<file path="src/rtl/regfile_scan_param.sv">
// -----------------------------------------------------------------------------
// regfile_scan_param
//   Parametrised register file for the single-cycle datapath. It has
//   NREGS x DATA_W entries, two combinational read ports and one synchronous
//   write port. Register 0 always reads as zero. When FWD=1, a read of the
//   register being written in the same cycle returns the incoming write data.
//   A serial dump sequencer streams every register, index 0..NREGS-1, to the
//   LCD driver over a valid/ready channel.
//
// Ports
//   CLK        in   1       clock, rising edge
//   RST        in   1       synchronous active-high reset
//   we3        in   1       write enable
//   wa3        in   ADDR_W  write address
//   wd3        in   DATA_W  write data
//   ra1        in   ADDR_W  read address, port 1
//   ra2        in   ADDR_W  read address, port 2
//   rd1        out  DATA_W  read data, port 1 (combinational)
//   rd2        out  DATA_W  read data, port 2 (combinational)
//   dump_start in   1       pulse: begin streaming all registers
//   dump_ready in   1       consumer accepts the current beat
//   dump_valid out  1       beat on dump_addr/dump_data is valid
//   dump_addr  out  ADDR_W  index of the register being streamed
//   dump_data  out  DATA_W  live value of register dump_addr
//   dump_last  out  1       current beat is index NREGS-1
//   dump_busy  out  1       sequencer is not IDLE (mirrors the FSM state)
//
// Handshake: a beat transfers on a rising CLK edge where dump_valid and
// dump_ready are both 1. While dump_valid is high, dump_addr holds until
// the beat transfers. dump_data is not registered: it follows the register
// contents, so a write to that register during a stall appears on
// dump_data. The consumer may drive dump_ready freely.
// -----------------------------------------------------------------------------
module regfile_scan_param #(
  parameter int DATA_W = 8,
  parameter int ADDR_W = 4,
  parameter int NREGS  = 9,
  parameter int FWD    = 1
) (
  input  logic              CLK,
  input  logic              RST,
  input  logic              we3,
  input  logic [ADDR_W-1:0] wa3,
  input  logic [DATA_W-1:0] wd3,
  input  logic [ADDR_W-1:0] ra1,
  input  logic [ADDR_W-1:0] ra2,
  output logic [DATA_W-1:0] rd1,
  output logic [DATA_W-1:0] rd2,
  input  logic              dump_start,
  input  logic              dump_ready,
  output logic              dump_valid,
  output logic [ADDR_W-1:0] dump_addr,
  output logic [DATA_W-1:0] dump_data,
  output logic              dump_last,
  output logic              dump_busy
);

  // One extra bit lets the comparison cover NREGS == 2**ADDR_W.
  localparam logic [ADDR_W:0]   NREGS_W   = (ADDR_W+1)'(NREGS);
  localparam logic [ADDR_W-1:0] LAST_ADDR = ADDR_W'(NREGS - 1);

  typedef enum logic {
    S_IDLE = 1'b0,
    S_SEND = 1'b1
  } state_t;

  logic [DATA_W-1:0] r_regs [NREGS];
  state_t            r_state;
  state_t            w_state_nxt;
  logic [ADDR_W-1:0] r_dump_addr;
  logic [ADDR_W-1:0] w_dump_addr_nxt;
  logic              w_wr_en;
  logic              w_rd1_ok;
  logic              w_rd2_ok;

  // ---------------------------------------------------------------------------
  // Register storage
  // ---------------------------------------------------------------------------
  // A write to $0 or to an index past the last register is dropped here.
  // Entry 0 therefore stays at its reset value of zero.
  assign w_wr_en = we3 && (wa3 != '0) && ({1'b0, wa3} < NREGS_W);

  always_ff @(posedge CLK) begin
    if (RST) begin
      for (int i = 0; i < NREGS; i++) begin
        r_regs[i] <= '0;
      end
    end else if (w_wr_en) begin
      r_regs[wa3] <= wd3;
    end
  end

  // ---------------------------------------------------------------------------
  // Read ports
  // ---------------------------------------------------------------------------
  assign w_rd1_ok = (ra1 != '0) && ({1'b0, ra1} < NREGS_W);
  assign w_rd2_ok = (ra2 != '0) && ({1'b0, ra2} < NREGS_W);

  // The write-first bypass uses w_wr_en, so ignored writes are never
  // forwarded.
  always_comb begin
    rd1 = '0;
    if (w_rd1_ok) begin
      if ((FWD != 0) && w_wr_en && (ra1 == wa3)) rd1 = wd3;
      else                                       rd1 = r_regs[ra1];
    end
  end

  always_comb begin
    rd2 = '0;
    if (w_rd2_ok) begin
      if ((FWD != 0) && w_wr_en && (ra2 == wa3)) rd2 = wd3;
      else                                       rd2 = r_regs[ra2];
    end
  end

  // ---------------------------------------------------------------------------
  // Dump sequencer: state register
  // ---------------------------------------------------------------------------
  always_ff @(posedge CLK) begin
    if (RST) begin
      r_state     <= S_IDLE;
      r_dump_addr <= '0;
    end else begin
      r_state     <= w_state_nxt;
      r_dump_addr <= w_dump_addr_nxt;
    end
  end

  // ---------------------------------------------------------------------------
  // Dump sequencer: next-state logic
  // ---------------------------------------------------------------------------
  // In SEND, dump_start is not examined. A start pulse during a dump
  // therefore has no effect.
  always_comb begin
    w_state_nxt     = r_state;
    w_dump_addr_nxt = r_dump_addr;
    case (r_state)
      S_IDLE: begin
        if (dump_start) begin
          w_state_nxt     = S_SEND;
          w_dump_addr_nxt = '0;
        end
      end
      S_SEND: begin
        if (dump_ready) begin
          if (r_dump_addr == LAST_ADDR) begin
            w_state_nxt     = S_IDLE;
            w_dump_addr_nxt = '0;
          end else begin
            w_dump_addr_nxt = r_dump_addr + 1'b1;
          end
        end
      end
      default: begin
        w_state_nxt     = S_IDLE;
        w_dump_addr_nxt = '0;
      end
    endcase
  end

  // ---------------------------------------------------------------------------
  // Dump sequencer: outputs
  // ---------------------------------------------------------------------------
  // dump_data reads storage directly, with no bypass. It shows the current
  // register contents, not an in-flight write.
  always_comb begin
    dump_valid = (r_state == S_SEND);
    dump_busy  = (r_state != S_IDLE);
    dump_addr  = r_dump_addr;
    dump_last  = (r_state == S_SEND) && (r_dump_addr == LAST_ADDR);
    dump_data  = r_regs[r_dump_addr];
  end

endmodule

</file>
<file path="config.mk">
export PLATFORM = sky130hd
export DESIGN_NAME = regfile_scan_param
export DESIGN_NICKNAME = d
export VERILOG_FILES = /design/src/rtl/regfile_scan_param.sv
export SDC_FILE = /design/constraint.sdc
export NUM_CORES = 1
export LEC_CHECK = 0
export ABC_AREA = 1
export CAP_MARGIN = 5
export CORE_MARGIN = 2
export CORE_UTILIZATION = 35
export CTS_CLUSTER_SIZE = 10
export DETAILED_ROUTE_END_ITERATION = 12
export GPL_TIMING_DRIVEN = 1
export PLACE_DENSITY_LB_ADDON = 0.15
export SLEW_MARGIN = 0
export SYNTH_ARGS = -nofsm -noshare
export SYNTH_HDL_FRONTEND = slang
export SYNTH_SLANG_ARGS = --single-unit
</file>
<file path="constraint.sdc">
create_clock -name CLK -period 1.8 [get_ports CLK]
set_clock_uncertainty 0.05 [all_clocks]
set_input_delay 0.18 -clock CLK [delete_from_list [all_inputs] [get_ports CLK]]
set_output_delay 0.18 -clock CLK [all_outputs]
set_load 0.01 [all_outputs]
</file>
==> impl_summary.log, run 1 <==
INFO  metric min_delay_path_depth = 3
INFO  metric synth_largest_area_cell = edfxtp_1
INFO  metric drt_wl_total = 31.8 mm
INFO  metric report.final.setup_viol = 13
INFO  metric hold_buffers = 0
INFO  metric initial_core_util = 35.5%
INFO  metric power.leakage = 5.45 nW
INFO  metric io-pin-count = 56
INFO  metric dp_hpwl = 21.8 mm
INFO  metric avgSynthCellArea = 7.44 µm²
INFO  metric maxSlewViolCount = 0
INFO  metric final_net_count = 1380
INFO  metric clock_tree.buffer_depth = 2
INFO  metric yosys_most_used_dff = edfxtp_1
INFO  metric die_w = 158 µm
INFO  metric worstSetupStartpointType = flop
INFO  metric postLayoutSetupSlackWorst = -0.203 ns
INFO  metric fillers = 2290
INFO  metric clock-root-buffer = clkbuf_16
INFO  metric timing_worst_setup_path_type = flop to output pin
INFO  metric num_vias = 8705
INFO  metric path_max_fanout = 7
INFO  metric p_per_area = 774 nW/µm²
INFO  metric min-delay-path-class = input port to flop
INFO  metric gp_congestion = 0.932
INFO  metric grt_remaining_overflow = 0
INFO  metric clock_share_of_power = 38.6%
INFO  metric netlist_instances = 1113
INFO  metric power_switching_share = 29.6%
INFO  metric final_hold_viol_count = 0
INFO  metric antenna_found_initial = 0
INFO  metric yosys.area.top_type_share = 46.4%
INFO  metric tritoncts.num_buffers = 17
INFO  metric final.period_utilization = 111%
INFO  metric final.min_clock_period = 2.00 ns
INFO  metric tritoncts = yes
INFO  metric htree_levels = 4
INFO  metric clock_insertion_delay_worst_skew = 0.43 ns
INFO  metric p_sw = 2.77 mW
INFO  metric fin_setup_tns = -1.49 ns
INFO  metric clkSlewWorstSetupHoldPaths = 0.07 ns
INFO  metric multi_input_area = 4350 µm²
INFO  metric power_frac_comb = 20.1%
INFO  metric port_buffers = 55
INFO  metric route.antenna.remaining_nets = 0
INFO  metric power_frac_seq = 41.2%
INFO  metric maximum_number_of_pins_on_one_net_before_global_route_repair = 34
INFO  metric grt_setup_unrepaired = yes
INFO  metric clock_sinks = 137
INFO  metric placement.cell_area = 10500 µm²
INFO  metric ff_latch_area = 4030 µm²
INFO  metric grt_use_total = 25.1%
INFO  metric floorplan.core_area = 23300 µm²
INFO  metric remaining_drc_errors = 0
INFO  metric async_flop_share = 0%
INFO  metric status = finished with violations
INFO  metric route.detailed.wl_per_inst = 18.9 µm
INFO  metric die_y = 158 µm
INFO  metric ir_drop = 0.000629 V
INFO  metric post_syn_area = 8280 µm²
INFO  metric number_of_synthesized_register_bits = 137
INFO  metric yosys-top-cells-area = edfxtp_1 46%, nand2_1 18%, nand3_1 11%, inv_1 4.2%, nor2_1 3.9%
INFO  metric synth-edff-count = 128
INFO  metric timing.max_cap.violations = 0
INFO  metric grt_pass1_wl = 46.3 mm
INFO  metric required = 1.57 ns
INFO  metric flow.area_growth_from_synthesis = 45.9%
INFO  metric drt-initial-drc-count = 840
INFO  metric synth.yosys.seq_area_share = 48.6%
INFO  metric worst_r2r_path_depth = 7
INFO  metric failed_checks = setup timing
INFO  metric ys_warn_count = 0
INFO  metric cp_data_arrival_time = 1.77 ns
INFO  metric yosysUniqueCellTypes = 26
INFO  metric synth.most_common_cell = nand2_1
INFO  metric design_area = 12100 µm²
INFO  metric number_of_global_route_vias_before_repair = 8135
INFO  metric max_clock_freq = 499 MHz
INFO  metric cellInternalPower = 6.59 mW
INFO  metric antenna_cells = 0
INFO  metric worst_setup_path_end_kind = output pin
INFO  metric design.die.area = 24900 µm²
INFO  metric drive_above_1_share = 28.0%
INFO  metric first_pass_iters = 5
INFO  metric core.rowCount = 56
INFO  metric vias_per_cell = 5.17
INFO  metric synth.cells.most_frequent = 394 x nand2_1, 183 x nand3_1, 128 x edfxtp_1
## kinds of logic after synthesis
group	share of synthesized area, %
and+or+nand+nor	34.4
xor gates and xnor gates	0.317
AOI/OAI and AO/OA	8.50
other	0.0453
adders and majority gates	0.302
buffers and inverters	7.90
DFF	48.6
## timing repair
item | 4_1_cts | 5_1_grt
endpoints found under the setup margin | 73 | 25
gates resized for setup | 206 | 120
setup buffers | 15 | 15
pin swaps | 40 | 87
cloned | 5 | 7
## registers in the layout, indices dropped and copies added, names as in the netlist, named ones only
| signal | count |
|---|---|
| r_regs | 128 |
| dump_busy | 1 |
| dump_addr | 4 |
## stage by stage
step	setup slack, ns	total power [mW]	util [%]	cells	hold slack (ns)
2_1_floorplan	-0.0455	4.67	-	1176	0.208
3_3_place_gp	-0.733	5.48	44.8	1611	0.481
3_5_place_dp	-0.731	5.48	44.8	1611	0.484
4_1_cts	-0.258	9.19	49.3	1663	0.345
5_1_grt	-0.260	9.72	51.8	1685	0.364
6_report	-0.203	9.36	51.8	1685	0.365
## power by group through the flow
stage,clock network [mW],registers [mW],logic [mW]
global placement,0,3.91,1.56
floorplan,0,3.86,0.808
finish,3.62,3.86,1.89
CTS,3.66,3.85,1.68
global route,3.79,3.88,2.05
detailed placement,0,3.92,1.56
## critical path, stage by stage, from the launching register on
cell and delay (ns):
dfxtp_4 0.40, buf_12 0.16, buf_6 0.14, o211ai_1 0.19, nand3_1 0.13, nand3_1 0.12, nand2_1 0.06, buf_2 0.14
## final cells by class
type                            count  area share (%)
Clock inverter                     11           0.756
Clock buffer                       21            4.25
Tap cell                          319            3.30
Inverter                          104            3.27
Multi-Input combinational cell    869            36.0
Sequential cell                   137            33.4
Timing Repair Buffer              224            19.1
## cell usage in the layout (no fill, tap or decap), types with 4 or more instances in the layout
cell             count
buf_2               21
nand3_1            141
nor2_2               4
o211ai_1            32
a21oi_1             26
dlygate4sd2_1        4
edfxtp_1           128
inv_6                4
buf_12              27
inv_2               19
buf_4              115
nor2_4               5
clkdlybuf4s50_1     17
o21ai_0             12
nand2_2             34
nand2_1            358
inv_4                6
conb_1              64
dfxtp_1              5
clkbuf_2             4
o21ai_1             25
nand3_4              4
nand2_4              4
nor2_1              79
nand4_2              4
clkbuf_16           25
nand3_2             41
a21oi_2             26
inv_1               75
clkinv_1             8
buf_16               6
buf_6               20
## worst paths after layout
kind / from / to / slack, ns
worst min register to register: dump_addr[1] / flop / 0.47
worst max-delay path: flop / dump_data[0] / -0.20
worst max register to register: dump_addr[0] / flop / 0.44
worst min-delay path: dump_start / dump_busy / 0.36
## routing by layer
metal  vias to the layer above  routed length (µm)  global-route usage [%]
met5                         -                   0                       0
met4                         0                1570                    12.0
met3                        94                2230                    3.45
met2                       391               15200                    42.7
met1                      4105               12800                    31.4
li1                       4115                   -                       -
No activity file was read; power rests on OpenSTA's default activity.
==> run 2: changes to the inputs <==
--- a/constraint.sdc
+++ b/constraint.sdc
@@ -4,2 +4,2 @@
 set_output_delay 0.18 -clock CLK [all_outputs]
-set_load 0.01 [all_outputs]
+set_load 0.02 [all_outputs]
==> impl_summary.log, run 2 (synthesized netlist as in run 1, its figures left out) <==
INFO  metric clock_tree.buffer_depth = 2
INFO  metric io-pin-count = 56
INFO  metric clock-root-buffer = clkbuf_16
INFO  metric regMostFlops = r_regs
INFO  metric num_vias = 8547
INFO  metric route.detailed.wl_per_inst = 18.4 µm
INFO  metric hold_buffers = 0
INFO  metric floorplan.core_area = 23300 µm²
INFO  metric final.min_clock_period = 2.03 ns
INFO  metric grt_setup_unrepaired = yes
INFO  metric clkSlewWorstSetupHoldPaths = 0.06 ns
INFO  metric port_buffers = 55
INFO  metric first_pass_iters = 6
INFO  metric multi_input_area = 4290 µm²
INFO  metric timing.max_cap.violations = 0
INFO  metric core.rowCount = 56
INFO  metric die_y = 158 µm
INFO  metric status = finished with violations
INFO  metric clock_insertion_delay_worst_skew = 0.42 ns
INFO  metric grt_use_total = 25.0%
INFO  metric grt_remaining_overflow = 0
INFO  metric antenna_found_initial = 0
INFO  metric path_max_fanout = 12
INFO  metric timing.critical_path.slowest_cell_delay = 0.40 ns
INFO  metric drt-initial-drc-count = 839
INFO  metric number_of_global_route_vias_before_repair = 7896
INFO  metric failed_checks = setup timing
INFO  metric min-delay-path-class = input port to flop
INFO  metric ff_latch_area = 4030 µm²
INFO  metric timing.critical_path.slowest_stage_cell = dfxtp_4
INFO  metric initial_core_util = 35.5%
INFO  metric flow.area_growth_from_synthesis = 42.2%
INFO  metric worstSetupStartpointType = flop
INFO  metric p_per_area = 771 nW/µm²
INFO  metric final_hold_viol_count = 0
INFO  metric antenna_cells = 0
INFO  metric vias_per_cell = 5.12
INFO  metric worstPathCellList = bufbuf_16 -> a21oi_2 -> o21ai_0 -> nand3_1 -> nand3_1 -> nand2_1 -> buf_6
INFO  metric drt_wl_total = 30.8 mm
INFO  metric final_net_count = 1364
INFO  metric cp_data_arrival_time = 1.80 ns
INFO  metric ir_drop = 0.000553 V
INFO  metric mostFrequentLayoutCells = 360 x nand2_1, 140 x nand3_1, 128 x edfxtp_1, 119 x buf_4, 80 x inv_1
INFO  metric clock_sinks = 137
INFO  metric grt_pass1_wl = 45.6 mm
INFO  metric route.antenna.remaining_nets = 0
INFO  metric tritoncts = yes
INFO  metric report.final.setup_viol = 10
INFO  metric dp_hpwl = 21.7 mm
INFO  metric design.die.area = 24900 µm²
INFO  metric timing_worst_setup_path_type = flop to output pin
INFO  metric holdWs = 0.136 ns
INFO  metric postLayoutSetupSlackWorst = -0.233 ns
INFO  metric required = 1.57 ns
INFO  metric maxSlewViolCount = 0
INFO  metric tritoncts.num_buffers = 17
INFO  metric worst_setup_path_end_kind = output pin
INFO  metric max_reg_flops = 128
INFO  metric max_clock_freq = 492 MHz
INFO  metric htree_levels = 4
INFO  metric gp_congestion = 0.928
INFO  metric die_w = 158 µm
INFO  metric pre_cts_ws = -0.830 ns
INFO  metric fillers = 2279
INFO  metric final.period_utilization = 113%
INFO  metric power.leakage = 5.30 nW
INFO  metric timing.critical_path.mode_cell = nand3_1
INFO  metric maximum_number_of_pins_on_one_net_before_global_route_repair = 34
INFO  metric drive_above_1_share = 26.1%
INFO  metric layout.cells.most_common = nand2_1
INFO  metric remaining_drc_errors = 0
run 2: cell types whose count changed in the layout (fill, tap and decap cells not counted), moves of 6 or more:
cell,previous run,this run
buf_6,20,28
clkinv_2,0,6
o21ai_0,12,24
buf_12,27,21
o21ai_1,25,12
buf_2,21,2
run 2: critical path, delay by kind of cell (launching register included):
kind                   cells  cell delay, ns
flip-flops                 1            0.40
AND/OR/NAND/NOR            3            0.33
buffers and inverters      2            0.42
AO/OA/AOI/OAI              2            0.22
run 2: path summary, 6_finish.rpt:
path,to,depth (start not counted),startpoint,slack (ns)
setup / recovery,dump_data[0],7,flop,-0.23
hold / removal,r_regs[13][5],1,wd3[5],0.14
setup reg to reg,flop,7,dump_addr[0],0.50
hold reg to reg,dump_addr[3],2,dump_addr[3],0.49
run 2: power breakdown:
part	switching, mW	internal, mW
Sequential	0.158	3.71
Combinational	1.10	0.786
Clock	1.40	1.93
run 2: cell type report:
| type | count | area share (%) |
|---|---|---|
| clock inverter | 9 | 0.531 |
| clock buffer | 23 | 4.16 |
| tap | 319 | 3.39 |
| timing repair buffer | 208 | 17.9 |
| multi-input combinational | 869 | 36.4 |
| sequential | 137 | 34.2 |
| inverter | 104 | 3.35 |
run 2: metrics by stage:
stage | util, % | std cells | TNS [ns] | power (mW) | area, µm²
floorplan | - | 1176 | -1.46 | 4.72 | 8520
global placement | 45.0 | 1622 | -58.13 | 5.54 | 10500
detailed placement | 45.0 | 1622 | -61.31 | 5.55 | 10500
CTS | 48.8 | 1667 | -1.59 | 8.97 | 11400
global route | 50.5 | 1669 | -2.72 | 9.46 | 11800
finish | 50.5 | 1669 | -1.30 | 9.08 | 11800
run 2: layer usage:
layer  vias up  GRT usage [%]  wire [µm]  part of all wire (%)
li1       4080              -          -                     -
met1      4093           32.6      13100                    43
met2       312           41.9      15000                    49
met3        62           3.83       1700                   5.5
met4         0           9.57        939                   3.1
met5         -              0          0                     0
run 2: timing repair:
| item | CTS | global route |
|---|---|---|
| endpoints found under the setup margin | 47 | 25 |
| gates resized for setup | 209 | 115 |
| gates cloned | 4 | 3 |
| pin swaps | 29 | 96 |
| setup buffers | 9 | 1 |
